[config.mk]
export PLATFORM = sky130hd
export DESIGN_NAME = swiss_timer_counter
export DESIGN_NICKNAME = d
export VERILOG_FILES = /design/src/rtl/swiss_timer_counter.sv
export SDC_FILE = /design/constraint.sdc
export NUM_CORES = 1
export LEC_CHECK = 0
export ABC_AREA = 1
export BUFFER_PORTS_ARGS = -buffer_cell sky130_fd_sc_hd__buf_4
export CAP_MARGIN = 20
export CORE_AREA = 2 2 84 86
export DETAILED_ROUTE_END_ITERATION = 6
export DIE_AREA = 0 0 86 88
export GPL_ROUTABILITY_DRIVEN = 0
export PLACE_DENSITY_LB_ADDON = 0.25
export SYNTH_ARGS = -nofsm -noshare
export SYNTH_HDL_FRONTEND = slang
export SYNTH_SLANG_ARGS = --single-unit
[constraint.sdc]
create_clock -name clk -period 3.15 [get_ports clk]
set_input_delay 0.315 -clock clk [delete_from_list [all_inputs] [get_ports clk]]
set_output_delay 0.315 -clock clk [all_outputs]
set_load 0.005 [all_outputs]
[src/rtl/swiss_timer_counter.sv]
// Stopwatch core: 0.01 s prescaler, four-digit BCD count 00.00..99.99,
// run/stop/lap/clear control and a lap-freezable display register.
module swiss_timer_counter #(
  parameter int unsigned TICK_DIV = 500000
) (
  input  logic       clk,
  input  logic       reset_n,
  input  logic       start_Stop,
  input  logic       lap,
  input  logic       clear,
  output logic [4:0] tens_Place,
  output logic [4:0] ones_Place,
  output logic [4:0] tenths_Place,
  output logic [4:0] hundredths_Place,
  output logic       running,
  output logic       overflow
);

  localparam int unsigned PW = $clog2(TICK_DIV);
  localparam logic [PW-1:0] PRE_LAST = PW'(TICK_DIV - 1);

  typedef enum logic [2:0] {
    S_IDLE = 3'd0,
    S_RUN  = 3'd1,
    S_STOP = 3'd2,
    S_LAP  = 3'd3,
    S_MAX  = 3'd4
  } state_t;

  state_t              r_state;
  state_t              w_state_nxt;
  logic [PW-1:0]       r_presc;
  logic [3:0][3:0]     r_cnt;   // [0]=hundredths .. [3]=tens
  logic [3:0][3:0]     r_disp;
  logic                r_blank;
  logic                r_running;
  logic                r_overflow;

  logic [3:0][3:0]     w_cnt_inc;
  logic                w_carry;
  logic                w_counting;
  logic                w_tick;
  logic                w_at_max;
  logic                w_max_hit;
  logic                w_clear_act;

  assign w_counting = (r_state == S_RUN) || (r_state == S_LAP);
  assign w_tick     = w_counting && (r_presc == PRE_LAST);
  assign w_at_max   = (r_cnt == 16'h9999);
  assign w_max_hit  = w_tick && w_at_max;

  // BCD increment with ripple carry, all digits in one cycle
  always_comb begin
    w_cnt_inc = r_cnt;
    w_carry   = 1'b1;
    for (int i = 0; i < 4; i++) begin
      if (w_carry) begin
        if (r_cnt[i] == 4'd9) begin
          w_cnt_inc[i] = 4'd0;
        end else begin
          w_cnt_inc[i] = r_cnt[i] + 4'd1;
          w_carry      = 1'b0;
        end
      end
    end
  end

  // State register
  always_ff @(posedge clk or negedge reset_n) begin
    if (!reset_n) r_state <= S_IDLE;
    else          r_state <= w_state_nxt;
  end

  // Next state: saturation beats any pulse; otherwise clear > start_Stop > lap
  always_comb begin
    w_state_nxt = r_state;
    w_clear_act = 1'b0;
    if (w_max_hit) begin
      w_state_nxt = S_MAX;
    end else begin
      unique case (r_state)
        S_IDLE: begin
          if (clear)           w_clear_act = 1'b1;
          else if (start_Stop) w_state_nxt = S_RUN;
        end
        S_RUN: begin
          if (start_Stop)      w_state_nxt = S_STOP;
          else if (lap)        w_state_nxt = S_LAP;
        end
        S_LAP: begin
          if (start_Stop)      w_state_nxt = S_STOP;
          else if (lap)        w_state_nxt = S_RUN;
        end
        S_STOP: begin
          if (clear) begin
            w_clear_act = 1'b1;
            w_state_nxt = S_IDLE;
          end else if (start_Stop) begin
            w_state_nxt = S_RUN;
          end
        end
        S_MAX: begin
          if (clear) begin
            w_clear_act = 1'b1;
            w_state_nxt = S_IDLE;
          end
        end
        default: w_state_nxt = S_IDLE;
      endcase
    end
  end

  // Prescaler and count; the count saturates at 99.99
  always_ff @(posedge clk or negedge reset_n) begin
    if (!reset_n) begin
      r_presc <= '0;
      r_cnt   <= '0;
    end else if (w_clear_act) begin
      r_presc <= '0;
      r_cnt   <= '0;
    end else if (w_counting) begin
      if (w_tick) begin
        r_presc <= '0;
        if (!w_at_max) r_cnt <= w_cnt_inc;
      end else begin
        r_presc <= r_presc + PW'(1);
      end
    end
  end

  // Display follows the count except while a lap is frozen
  always_ff @(posedge clk or negedge reset_n) begin
    if (!reset_n) begin
      r_disp  <= '0;
      r_blank <= 1'b1;
    end else if (r_state != S_LAP) begin
      r_disp  <= r_cnt;
      r_blank <= (r_cnt[3] == 4'd0);
    end
  end

  // Status flags registered from the next state
  always_ff @(posedge clk or negedge reset_n) begin
    if (!reset_n) begin
      r_running  <= 1'b0;
      r_overflow <= 1'b0;
    end else begin
      r_running  <= (w_state_nxt == S_RUN) || (w_state_nxt == S_LAP);
      r_overflow <= (w_state_nxt == S_MAX);
    end
  end

  assign tens_Place       = {r_blank, r_disp[3]};
  assign ones_Place       = {1'b0, r_disp[2]};
  assign tenths_Place     = {1'b0, r_disp[1]};
  assign hundredths_Place = {1'b0, r_disp[0]};
  assign running          = r_running;
  assign overflow         = r_overflow;

endmodule

# --- After elaboration in Yosys (flattened, before gate mapping) ---
# Cells that the tools add are included.
classes:
  n_addsub: 5
  n_eq_ne: 15
  muxes: 32
  n_reduce_logical: 16
ops:
  columns: ["op", "count"]
  rows:
  - ["two-way mux 16 bit", 4]
  - ["two-way mux 19 bit", 3]
  - ["two-way mux 4 bit", 7]
  - ["two-way mux 3 bit", 9]
  - ["adder 19 x 1 -> 19 bit (second input constant)", 1]
  - ["equality test 19 bit (second input constant)", 1]
  - ["adder 4 x 1 -> 4 bit (second input constant)", 4]
  - ["equality test 16 bit (second input constant)", 1]
  - ["equality test 4 bit (second input constant)", 4]
  - ["one-hot mux 3 bit (5 select lines)", 1]
  - ["AND reduction 4 bit", 3]
  - ["nonzero test 2 bit", 5]
  - ["equality test 3 x 2 -> 1 bit (second input constant)", 3]
  - ["two-way mux 1 bit", 8]
  - ["equality test 3 x 1 -> 1 bit (second input constant)", 2]
  - ["equality test 3 bit (second input constant)", 2]
  - ["logical NOT 4 bit", 1]
  - ["logical NOT 3 bit", 1]
  - ["!= test 3 x 2 -> 1 bit (second input constant)", 1]
  - ["AND reduction 3 bit", 1]
  - ["OR reduction 3 bit", 1]
  - ["logical AND 1 bit", 2]
  - ["logical OR 1 bit", 2]
  - ["!= test 2 x 1 -> 1 bit (second input constant)", 1]
totals:
  register_bits: 57
  in_bits: 5
  output_inout_bits: 22

# --- Longest topological paths before layout ---
# Gate-level depths: netlist (run 1).
logic_depth:
  word_depth: 9
  mapped_depth: 12
  mapped_depth_nobuf: 12

# --- Worst setup path before layout (run 1) ---
# Ideal clock, no wire load.
synth_timing:
  kind: "reg-to-reg"
  start: "register r_cnt[5] (netlist name)"
  end: "register r_cnt[8] (netlist name)"
  setup_ns: 0.117
  arrival_ns: 1.290
  required_time_ns: 3.033
  setup_slack_ns: 1.743
  stages_incl_launch_ff: 10
  n_path_buf: 0
  path_cell_list: "dfrtp_1 > inv_1 > ha_1 > nand2_1 > nor2_1 > nand2_1 > o21ai_2 > nand2_1 > nand2_1 > nand2_1"
synth_between:
  elab_chain_len: 5
synth_lines:
  columns: ["item", "line_no", "source"]
  rows:
  - ["from (decl)", "33", "logic [3:0][3:0] r_cnt;"]
  - ["from (signal assigned)", "124", "if (!w_at_max) r_cnt <= w_cnt_inc;"]
  - ["equality test 16 bit / equality test 4 bit (equally long branches)", "49, 58", null]
  - ["logical AND 1 bit / two-way mux 1 bit (equally long branches)", "50, 58", null]
  - ["two-way mux 1 bit, on equally long branches", "78, 57", null]
  - ["!= test 2 x 1 -> 1 bit (no line) / nonzero test 2 bit (equally long branches)", null, null]
  - ["AND reduction 4 bit (no line)", null, null]
# Several ways; a longest one is shown, not always the timed one.
# A chain may end at the register's enable or synchronous reset.

# --- Final worst setup path (run 1) ---
layout_timing:
  start: "register r_state[2]"
  end: "register r_disp, in the netlist tens_Place[1]"
layout_between:
  elab_chain_len: 1
layout_lines:
  columns: ["item", "line_no", "source"]
  rows:
  - ["from (decl)", "30", "state_t r_state;"]
  - ["from (signal assigned)", "71", "else r_state <= w_state_nxt;"]
  - ["!= test 3 x 2 -> 1 bit", "136", "end else if (r_state != S_LAP) begin"]
  - ["to (signal assigned)", "137", "r_disp <= r_cnt;"]
  - ["to (decl)", "34", "logic [3:0][3:0] r_disp;"]
# No other way between the ends.

==> flow_metrics.env, run 1 <==
export IMPL_powerDensity_nw_per_um2=607
export IMPL_grt_max_degree=58
export IMPL_clock_tree_buffer_depth=2
export IMPL_synth_ff_latch_count=57
export IMPL_status="finished, final reports clean"
export IMPL_routed_via_density=5.21
export IMPL_worst_slew_margin_rel=0.519
export IMPL_synthCells=428
export IMPL_clock_sinks=57
export IMPL_grt_ovfl_total=0
export IMPL_start_kind="flip-flop"
export IMPL_leakage_nw=1.81
export IMPL_drtIter0Drc=160
export IMPL_cts_root_buffer="sky130_fd_sc_hd__clkbuf_8"
export IMPL_netlist_cell_type_count=35
export IMPL_dieWidth_um=86
export IMPL_grt_antenna_before_repair=0
export IMPL_flow_area_growth_from_synthesis_pct=12.7
export IMPL_worstPathMaxFanout=23
export IMPL_synth_top_area_share=0.430
export IMPL_cts_inserted_buffers=9
export IMPL_crit_chain="nor2_2, nand2_1, inv_1, o21ai_0"
export IMPL_asyncSetResetFlopFracSynth=1.00
export IMPL_fin_skew_ns=0.0118
export IMPL_yosysMostFrequentCell="sky130_fd_sc_hd__nand2_1"
export IMPL_grt_first_pass_wirelength_um=12200
export IMPL_path_class="flip-flop to flip-flop"
export IMPL_place_port_buffers=23
export IMPL_cap_violations=0
export IMPL_dpl_hpwl_um=4790
export IMPL_synth_top_area_cell="sky130_fd_sc_hd__dfrtp_1"
export IMPL_grt_setup_unrepaired="no"
export IMPL_cts_repair_resized=0
export IMPL_grt_pass1_vias=2614
export IMPL_top_ff_cell_synth="sky130_fd_sc_hd__dfrtp_1"
export IMPL_cpLargestDelayFamily="simple AND/OR/NAND/NOR gates"
export IMPL_finalHoldWorstSlack_ns=0.0179
export IMPL_core_rowCount=30
export IMPL_global_route_usage_over_all_layers=0.206
export IMPL_vdd_drop_max_v=0.000285
export IMPL_synth_top_cells_by_count="sky130_fd_sc_hd__nand2_1, sky130_fd_sc_hd__dfrtp_1, sky130_fd_sc_hd__nor2_1, sky130_fd_sc_hd__nand3_1, sky130_fd_sc_hd__inv_1"
export IMPL_cts_hold_buffers_added=0
export IMPL_arrival_ns=2.17
export IMPL_worst_skew_pair_late_latency_ns=0.35
export IMPL_layout_drive_gt1_share=0.143
export IMPL_seq_area_frac_synth=0.438
export IMPL_synthesis_yosys_warnings=0
export IMPL_maxClockFrequency_mhz=509
export IMPL_setup_viol=0
export IMPL_synth_edf_count=0
export IMPL_report_final_hold_viol_count=0
export IMPL_cp_slowest_cell="sky130_fd_sc_hd__inv_1"
export IMPL_detail_route_antenna_nets=0
export IMPL_drt_drc_violations_left=0
export IMPL_setup_total_negative_slack_ns=0
export IMPL_cts_setup_buffers=0
export IMPL_synth_area_um2=3260
export IMPL_layout_worst_path_cycle_share=0.624
export IMPL_path_buf_inv=1
export IMPL_syn_avg_cell_area_um2=7.62
export IMPL_initial_core_utilization=0.491
export IMPL_dominant_cells_by_area_after_synthesis="sky130_fd_sc_hd__dfrtp_1, sky130_fd_sc_hd__nand2_1, sky130_fd_sc_hd__nand3_1, sky130_fd_sc_hd__nor2_1, sky130_fd_sc_hd__ha_1"
export IMPL_floorplan_die_height_um=88
export IMPL_io_pin_count=27
export IMPL_tightest_slew_ns=0.722
export IMPL_maxSlewViolCount=0
export IMPL_h_tree_depth=3
export IMPL_tritoncts_clock_tree="yes"
export IMPL_diodes=0
export IMPL_finalWirelength_um=6950
export IMPL_finalCoreUtilization=0.553
export IMPL_die_area_um2=7570
export IMPL_first_pass_iters=5
export IMPL_fin_nets=466
export IMPL_core_region_area_um2=6640
export IMPL_holdCritPathClass="primary input to asynchronous set/reset pin"
export IMPL_dr_total_vias=2791
export IMPL_period_minus_slack_ns=1.96
export IMPL_cp_data_required_time_ns=3.35
export IMPL_timing_critical_path_slowest_cell_delay_ns=0.61
export IMPL_clk_transition_reported_paths_ns=0.07
export IMPL_drt_wirelength_per_cell_um=13.0
export IMPL_cp_end_kind="flip-flop"
cells by family after synthesis:
kind of cell,synth area share
AOI/OAI and AO/OA,0.0560
buffers and inverters,0.0752
and+or+nand+nor,0.365
DFF,0.438
adders and majority gates,0.0384
other,0.00115
xor gates and xnor gates,0.0269
cells in the final DEF (no fill, tap or decap), types with 7 or more instances in the layout:
cell type / synthesis / layout
sky130_fd_sc_hd__inv_1: 33 / 33
sky130_fd_sc_hd__buf_4: 5 / 23
sky130_fd_sc_hd__a21oi_1: 11 / 11
sky130_fd_sc_hd__nor2_2: 9 / 9
sky130_fd_sc_hd__nor2_1: 49 / 49
sky130_fd_sc_hd__ha_1: 10 / 10
sky130_fd_sc_hd__nand3_1: 42 / 42
sky130_fd_sc_hd__o21ai_0: 16 / 16
sky130_fd_sc_hd__xor2_1: 7 / 7
sky130_fd_sc_hd__dfrtp_1: 56 / 56
sky130_fd_sc_hd__nand2_1: 133 / 133
sky130_fd_sc_hd__nor3_1: 7 / 7
sky130_fd_sc_hd__nand4_1: 8 / 8
sky130_fd_sc_hd__clkbuf_8: 0 / 9
path summary, 6_finish.rpt:
path / from / endpoint / cells past startpoint / slack, ns
setup / recovery: r_state[2] / tens_Place[1] / 4 / 1.19
hold / removal: reset_n / r_presc[0] / 1 / 0.02
setup reg to reg: r_state[2] / tens_Place[1] / 4 / 1.19
hold reg to reg: tenths_Place[2] / tenths_Place[2] / 2 / 0.48
max in group asynchronous: reset_n / r_presc[7] / 1 / 2.64
min in group clk: start_Stop / r_state[1] / 4 / 0.34
per-stage QoR:
step | area [um2] | std cells | total power, mW | setup slack [ns]
CTS | 3670 | 536 | 2.25 | 1.14
global placement | 3440 | 520 | 1.41 | 1.17
detailed placement | 3440 | 520 | 1.42 | 1.16
floorplan | 3270 | 430 | 1.25 | 1.74
finish | 3670 | 536 | 2.23 | 1.19
global route | 3670 | 536 | 2.36 | 0.940
per-layer routing:
metal	up-vias	track usage	part of all wire
met5	-	0	0
met4	0	0.0866	0.017
met3	10	0.0500	0.053
met2	77	0.296	0.43
met1	1293	0.297	0.50
li1	1411	-	-
cell type report:
| class | count | area, um2 |
|---|---|---|
| Multi-Input combinational cell | 322 | 1600 |
| Clock inverter | 5 | 104 |
| Inverter | 38 | 143 |
| Sequential cell | 57 | 1430 |
| Tap cell | 80 | 100 |
| Fill cell | 616 | 2970 |
| Clock buffer | 11 | 131 |
| Timing Repair Buffer | 23 | 173 |
flip-flops by register name, indices dropped and copies added, names as in the netlist:
signal            cells
tens_Place            4
hundredths_Place      4
r_state               3
r_blank               1
tenths_Place          4
r_presc              19
overflow              1
r_cnt                16
running               1
ones_Place            4
power by group:
part | switching [mW] | internal (mW) | leakage, nW
Sequential | 0.139 | 0.852 | 0.767
Clock | 0.303 | 0.526 | 0.118
Combinational | 0.225 | 0.187 | 0.921
Note: power is estimated with default switching activity, not from simulation.
==> run 2, diff against run 1 <==
--- a/config.mk
+++ b/config.mk
@@ -5,12 +5,12 @@
 export SDC_FILE = /design/constraint.sdc
 export NUM_CORES = 1
 export LEC_CHECK = 0
-export ABC_AREA = 1
+export ABC_AREA = 0
 export BUFFER_PORTS_ARGS = -buffer_cell sky130_fd_sc_hd__buf_4
 export CAP_MARGIN = 20
-export CORE_AREA = 2 2 84 86
+export CORE_AREA = 2 2 80 82
 export DETAILED_ROUTE_END_ITERATION = 6
-export DIE_AREA = 0 0 86 88
+export DIE_AREA = 0 0 82 84
 export GPL_ROUTABILITY_DRIVEN = 0
 export PLACE_DENSITY_LB_ADDON = 0.25
 export SYNTH_ARGS = -nofsm -noshare
==> constraint.sdc (replaced) <==
create_clock -name clk -period 1.83 [get_ports clk]
set_input_delay 0.183 -clock clk [delete_from_list [all_inputs] [get_ports clk]]
set_output_delay 0.183 -clock clk [all_outputs]
set_load 0.005 [all_outputs]
==> run 2 against run 1 <==
Compared with the run above: the flow now finishes with violations (setup timing); setup slack lost 1.5 ns; power rose by 24%; non-clock buffer count rose by 67; global-route usage is 2.0 points higher; routed wire length is 3.9% higher; final cell count decreased by 16%; largest cell class unchanged.
==> flow_metrics.env, run 2 <==
export IMPL_synth_xor_area_share=0.0540
export IMPL_grt_pass1_vias=2523
export IMPL_cpLargestDelayFamily="simple AND/OR/NAND/NOR gates"
export IMPL_failed_checks="setup timing"
export IMPL_first_pass_iters=4
export IMPL_dominant_combinational_cell_family_by_area_after_synthesis="simple AND/OR/NAND/NOR gates"
export IMPL_tritoncts_clock_tree="yes"
export IMPL_synth_top_area_share=0.480
export IMPL_cap_violations=0
export IMPL_yosys_mux_area_fraction=0.0686
export IMPL_status="finished with violations"
export IMPL_dr_max_layer_used="met4"
export IMPL_synthesis_yosys_warnings=0
export IMPL_asyncSetResetFlopFracSynth=1.00
export IMPL_die_area_um2=6890
export IMPL_cp_slowest_cell="sky130_fd_sc_hd__or4_4"
export IMPL_worst_slew_margin_rel=0.513
export IMPL_layout_worst_path_cycle_share=1.17
export IMPL_synth_ff_latch_count=57
export IMPL_layout_top_registers="r_presc (19), r_cnt (16)"
export IMPL_instances_no_fill=450
export IMPL_leakage_nw=1.96
export IMPL_report_final_hold_viol_count=0
export IMPL_place_port_buffers=23
export IMPL_synth_edf_count=0
export IMPL_flow_area_growth_from_synthesis_pct=39.5
export IMPL_maxSlewViolCount=0
export IMPL_grt_setup_unrepaired="yes"
export IMPL_setup_slack_ns=-0.316
export IMPL_yosysMostFrequentCell="sky130_fd_sc_hd__dfrtp_1"
export IMPL_grt_ovfl_total=0
export IMPL_synth_top_cells_by_count="sky130_fd_sc_hd__dfrtp_1, sky130_fd_sc_hd__nor2_1, sky130_fd_sc_hd__nand2_1, sky130_fd_sc_hd__mux2_2, sky130_fd_sc_hd__nand3_1"
export IMPL_netlist_cell_type_count=50
export IMPL_fin_nets=383
export IMPL_diodes=0
export IMPL_finalHoldWorstSlack_ns=0.225
export IMPL_clock_tree_buffer_depth=2
export IMPL_synth_simple_area_share=0.222
export IMPL_worst_skew_pair_late_latency_ns=0.34
export IMPL_layout_drive_gt1_share=0.453
export IMPL_initial_core_utilization=0.479
export IMPL_detailroute_wirelength_met2_um=3810
export IMPL_timing_critical_path_slowest_cell_delay_ns=0.46
export IMPL_dieWidth_um=82
export IMPL_dr_total_vias=2452
export IMPL_drt_met1_wl_um=3000
export IMPL_clock_sinks=57
export IMPL_layout_common_cells="sky130_fd_sc_hd__buf_4, sky130_fd_sc_hd__dfrtp_1, sky130_fd_sc_hd__nor2_1"
export IMPL_path_class="flip-flop to flip-flop"
export IMPL_drt_wirelength_per_cell_um=16.1
export IMPL_vdd_drop_max_v=0.000382
export IMPL_core_rowCount=29
export IMPL_powerDensity_nw_per_um2=677
export IMPL_detail_route_antenna_nets=0
export IMPL_worstPathMaxFanout=5
export IMPL_drt_drc_violations_left=0
export IMPL_reg_with_most_ffs="r_presc"
export IMPL_dominant_cells_by_area_after_synthesis="sky130_fd_sc_hd__dfrtp_1, sky130_fd_sc_hd__mux2_2, sky130_fd_sc_hd__ha_1, sky130_fd_sc_hd__nor2_1, sky130_fd_sc_hd__xor2_1"
export IMPL_arrival_ns=2.41
export IMPL_period_minus_slack_ns=2.15
export IMPL_nFillCells=463
export IMPL_global_route_usage_over_all_layers=0.226
export IMPL_grt_first_pass_wirelength_um=11800
export IMPL_setup_viol=38
export IMPL_post_place_cells=424
export IMPL_floorplan_die_height_um=84
export IMPL_cts_root_buffer="sky130_fd_sc_hd__clkbuf_8"
export IMPL_fin_skew_ns=0.0149
export IMPL_io_pin_count=27
export IMPL_holdCritPathClass="primary input to flip-flop"
export IMPL_synth_compound_area_share=0.0823
export IMPL_maxClockFrequency_mhz=466
export IMPL_drtIter0Drc=117
export IMPL_synthCells=278
export IMPL_grt_antenna_before_repair=0
export IMPL_finalWirelength_um=7220
export IMPL_post_synth_fa_ha_maj_area_fraction=0.0429
export IMPL_syn_avg_cell_area_um2=10.5
export IMPL_number_of_flip_flops_under_the_largest_register_name=19
export IMPL_routed_via_density=5.45
export IMPL_seq_area_frac_synth=0.489
export IMPL_h_tree_depth=3
export IMPL_regToRegSetupSlack_ns=-0.32
export IMPL_synth_area_um2=2920
export IMPL_layout_cells_most_common="sky130_fd_sc_hd__buf_4"
export IMPL_cp_data_required_time_ns=2.10
export IMPL_core_region_area_um2=6100
export IMPL_tightest_slew_ns=0.731
export IMPL_clk_transition_reported_paths_ns=0.07
export IMPL_path_buf_inv=0
export IMPL_cts_inserted_buffers=9
export IMPL_grt_max_degree=58
export IMPL_cp_end_kind="flip-flop"
export IMPL_crit_chain="ha_4, nand4_4, or4_4, or3_4, or4_1, a21oi_1"
export IMPL_synth_top_area_cell="sky130_fd_sc_hd__dfrtp_1"
export IMPL_dpl_hpwl_um=4420
export IMPL_wl_met3_um=242
export IMPL_start_kind="flip-flop"
export IMPL_top_ff_cell_synth="sky130_fd_sc_hd__dfrtp_1"
==> run 2: cell types whose count changed in the layout (fill, tap and decap cells not counted), moves of 6 or more <==
cell | previous run | this run
sky130_fd_sc_hd__buf_6 | 0 | 6
sky130_fd_sc_hd__nand3_1 | 42 | 12
sky130_fd_sc_hd__a31o_2 | 0 | 6
sky130_fd_sc_hd__inv_1 | 33 | 8
sky130_fd_sc_hd__nand2_1 | 133 | 20
sky130_fd_sc_hd__buf_4 | 23 | 81
sky130_fd_sc_hd__nor2_2 | 9 | 0
sky130_fd_sc_hd__a21oi_1 | 11 | 4
sky130_fd_sc_hd__o21ai_0 | 16 | 4
sky130_fd_sc_hd__nor2_1 | 49 | 24
sky130_fd_sc_hd__mux2_2 | 0 | 16
==> run 2: final cells by class <==
cell class / instances / area, um2 / area share
multi-input cells: 202 / 1620 / 0.398
flip-flops and latches: 57 / 1430 / 0.351
repair buffers: 90 / 726 / 0.178
clock buffers: 11 / 141 / 0.0347
well taps: 77 / 96.3 / 0.0237
clock inverters: 5 / 31.3 / 0.00768
inverters: 8 / 30.0 / 0.00738
==> run 2: layer usage <==
| metal | up-vias | track usage |
|---|---|---|
| met1 | 1212 | 0.274 |
| met5 | - | 0 |
| met2 | 52 | 0.371 |
| met3 | 18 | 0.0433 |
| met4 | 0 | 0.124 |
| li1 | 1170 | - |
==> run 2: final timing paths <==
path	startpoint	to	cells past startpoint
worst max-delay path	r_presc[0]	r_cnt[15]	6
worst min-delay path	lap	r_state[1]	4
worst max register to register	r_presc[0]	r_cnt[15]	6
worst min register to register	r_blank	r_blank	2
max in group asynchronous	reset_n	r_presc[8]	2
min in group asynchronous	reset_n	tens_Place[1]	2
==> run 2: worst reg2reg max path, stage by stage (launching register included) <==
cell and delay, ns:
sky130_fd_sc_hd__dfrtp_1 0.40, sky130_fd_sc_hd__ha_4 0.16, sky130_fd_sc_hd__nand4_4 0.07, sky130_fd_sc_hd__or4_4 0.47, sky130_fd_sc_hd__or3_4 0.42, sky130_fd_sc_hd__or4_1 0.41, sky130_fd_sc_hd__a21oi_1 0.14
==> run 2: power by group <==
group          switching (mW)  leakage (nW)  internal (mW)
sequential             0.0331         0.787           1.30
combinational           0.203          1.08          0.181
clock                   0.520        0.0891          0.523
total                   0.757          1.96           2.00
==> run 2: metrics by stage <==
step | setup TNS [ns] | total power, mW | utilization | setup WS (ns) | instance area [um2]
floorplan | -2.67 | 1.51 | - | -0.343 | 2970
global placement | -2.93 | 1.65 | 0.589 | -0.239 | 3590
detailed placement | -4.84 | 1.66 | 0.589 | -0.301 | 3590
CTS | -2.96 | 2.74 | 0.654 | -0.274 | 3990
global route | -6.54 | 2.88 | 0.668 | -0.354 | 4070
finish | -3.63 | 2.76 | 0.668 | -0.316 | 4070
==> run 2: repair_timing <==
item / in CTS / in global routing
setup endpoints to repair: 39 / 39
hold buffers: 1 / 0
gates cloned: 1 / 0
resized for setup: 29 / 22
pin swaps: 14 / 9
buffers inserted: 8 / 4
endpoints found under the hold margin: 56 / 0
==> run 2: cell families after synthesis <==
group	count (synthesis)
xor+xnor	18
other cells	1
compound gates	35
simple gates	117
flops	57
mux	18
fa+ha+maj	10
buf+inv	22
==> run 3, diff against run 2 <==
--- a/config.mk
+++ b/config.mk
@@ -12,7 +12,7 @@
 export DETAILED_ROUTE_END_ITERATION = 6
 export DIE_AREA = 0 0 82 84
 export GPL_ROUTABILITY_DRIVEN = 0
-export PLACE_DENSITY_LB_ADDON = 0.25
+export PLACE_DENSITY = 0.67
 export SYNTH_ARGS = -nofsm -noshare
 export SYNTH_HDL_FRONTEND = slang
 export SYNTH_SLANG_ARGS = --single-unit
==> run 3 against run 2 <==
Compared with the run above: the flow still finishes with violations (setup timing); clock power is 11% higher; routed wire length is 1.5% lower; via count hardly changed; register-to-register slack better by 0.06 ns.
==> flow_metrics.env, run 3 (same netlist as run 2, synthesis figures left out) <==
export IMPL_diodes=0
export IMPL_dpl_worst_slack_ns=-0.312
export IMPL_layout_top_registers="r_presc (19), r_cnt (16)"
export IMPL_dieWidth_um=82
export IMPL_tightest_slew_ns=0.717
export IMPL_first_pass_iters=4
export IMPL_p_int_mw=2.13
export IMPL_final_design_area_no_fill_um2=4130
export IMPL_grt_antenna_before_repair=0
export IMPL_failed_checks="setup timing"
export IMPL_fin_nets=385
export IMPL_global_route_usage_over_all_layers=0.217
export IMPL_finalWirelength_um=7120
export IMPL_dpl_hpwl_um=4560
export IMPL_dr_total_vias=2451
export IMPL_core_rowCount=29
export IMPL_worstPathMaxFanout=4
export IMPL_layout_drive_gt1_share=0.443
export IMPL_layout_common_cells="sky130_fd_sc_hd__buf_4, sky130_fd_sc_hd__dfrtp_1, sky130_fd_sc_hd__nor2_1"
export IMPL_worst_slew_margin_rel=0.522
export IMPL_clock_tree_buffer_depth=2
export IMPL_floorplan_die_height_um=84
export IMPL_regArea_um2=1430
export IMPL_cp_end_kind="flip-flop"
export IMPL_p_sw_frac=0.251
export IMPL_cp_data_required_time_ns=2.09
export IMPL_r2r_end="r_cnt[10]"
export IMPL_setup_slack_ns=-0.260
export IMPL_tritoncts_clock_tree="yes"
export IMPL_critPathLaunch="r_presc[1]"
export IMPL_finalCoreUtilization=0.678
export IMPL_path_class="flip-flop to flip-flop"
export IMPL_initial_core_utilization=0.479
export IMPL_multi_input_area_um2=1650
export IMPL_detail_route_antenna_nets=0
export IMPL_post_dp_cell_area_um2=3600
export IMPL_layout_cells_most_common="sky130_fd_sc_hd__buf_4"
export IMPL_reg_power_frac=0.469
export IMPL_power_share_combinational=0.125
export IMPL_layout_worst_path_cycle_share=1.14
export IMPL_finalHoldWorstSlack_ns=0.232
export IMPL_arrival_ns=2.35
export IMPL_nFillCells=462
export IMPL_start_kind="flip-flop"
export IMPL_total_switching_power_mw=0.715
export IMPL_min_from="lap"
export IMPL_die_area_um2=6890
export IMPL_fin_skew_ns=0.0121
export IMPL_drt_wirelength_per_cell_um=15.7
export IMPL_grt_first_pass_wirelength_um=11300
export IMPL_clk_transition_reported_paths_ns=0.07
export IMPL_maxClockFrequency_mhz=478
export IMPL_share_of_total_power_in_the_clock_network=0.406
export IMPL_clock_sinks=57
export IMPL_number_of_flip_flops_under_the_largest_register_name=19
export IMPL_routed_via_density=5.42
export IMPL_min_delay_worst_endpoint="r_state[1]"
export IMPL_reg_with_most_ffs="r_presc"
export IMPL_cap_violations=0
export IMPL_report_final_hold_viol_count=0
export IMPL_h_tree_depth=3
export IMPL_cts_root_buffer="sky130_fd_sc_hd__clkbuf_8"
export IMPL_whs_path_depth=4
export IMPL_regToRegSetupSlack_ns=-0.26
export IMPL_io_pin_count=27
export IMPL_period_minus_slack_ns=2.09
export IMPL_drt_drc_violations_left=0
export IMPL_worst_skew_pair_late_latency_ns=0.34
export IMPL_maxSlewViolCount=0
export IMPL_core_region_area_um2=6100
export IMPL_setup_viol=37
export IMPL_holdCritPathClass="primary input to flip-flop"
export IMPL_worst_r2r_startpoint="r_presc[1]"
export IMPL_status="finished with violations"
export IMPL_leakage_nw=1.99
export IMPL_grt_ovfl_total=0
export IMPL_flow_area_growth_from_synthesis_pct=41.7
export IMPL_cts_inserted_buffers=9
export IMPL_worstRegToRegCells=6
export IMPL_powerDensity_nw_per_um2=688
export IMPL_grt_max_degree=58
export IMPL_drtIter0Drc=66
export IMPL_grt_pass1_vias=2460
export IMPL_place_port_buffers=23
export IMPL_grt_setup_unrepaired="yes"
export IMPL_vdd_drop_max_v=0.000395
==> run 3: cell count changes in the layout (fill, tap and decap cells not counted), sizes merged <==
cell,before,now
buf,89,91
bufinv,0,1
clkbuf,11,13
clkinv,4,2
clkinvlp,1,0
==> run 3: metrics by stage <==
stage | power [mW] | setup TNS [ns] | cells
detailed placement | 1.65 | -4.97 | 427
global route | 2.98 | -7.14 | 452
floorplan | 1.51 | -2.67 | 280
global placement | 1.65 | -3.20 | 427
CTS | 2.82 | -1.70 | 448
finish | 2.84 | -4.11 | 452
==> run 3: timing repair <==
action | 4_1_cts | 5_1_grt
hold buffers | 1 | 0
pin swaps | 7 | 14
gates resized for setup | 25 | 28
setup endpoints to repair | 38 | 39
setup buffers | 4 | 5
gates cloned | 0 | 1
hold endpoints to repair | 56 | 0
==> run 3: worst max-delay path by stage <==
stage | endpoint | slack [ns]
CTS | r_cnt[15] | -0.23
floorplan | r_cnt[15] | -0.34
global placement | r_cnt[15] | -0.26
finish | r_cnt[10] | -0.26
detailed placement | r_cnt[15] | -0.31
global route | r_cnt[10] | -0.33
==> run 3: per-layer routing <==
metal | vias to the layer above | wire [um] | global-route usage
li1 | 1176 | - | -
met1 | 1231 | 2990 | 0.267
met2 | 31 | 3830 | 0.363
met3 | 13 | 149 | 0.0433
met4 | 0 | 144 | 0.0924
met5 | - | 0 | 0
==> run 3: area by class of cell <==
cell class	count	area share
timing repair buffer	92	0.178
clock buffer	13	0.0360
tap	77	0.0233
inverter	8	0.00726
sequential	57	0.346
clock inverter	3	0.00969
multi-input combinational	202	0.400
==> run 3: power by group through the flow <==
| stage | Combinational, mW | Sequential, mW | Clock [mW] |
|---|---|---|---|
| finish | 0.356 | 1.33 | 1.15 |
| global route | 0.395 | 1.33 | 1.25 |
| CTS | 0.326 | 1.32 | 1.17 |
| detailed placement | 0.309 | 1.34 | 0 |
| global placement | 0.306 | 1.34 | 0 |
| floorplan | 0.155 | 1.35 | 0 |
==> run 3: critical path, stage by stage (launching register included) <==
cell,delay (ns)
sky130_fd_sc_hd__dfrtp_1,0.39
sky130_fd_sc_hd__ha_4,0.16
sky130_fd_sc_hd__nand4_4,0.07
sky130_fd_sc_hd__or4_4,0.46
sky130_fd_sc_hd__or3_4,0.35
sky130_fd_sc_hd__or4_1,0.41
sky130_fd_sc_hd__a21oi_1,0.18
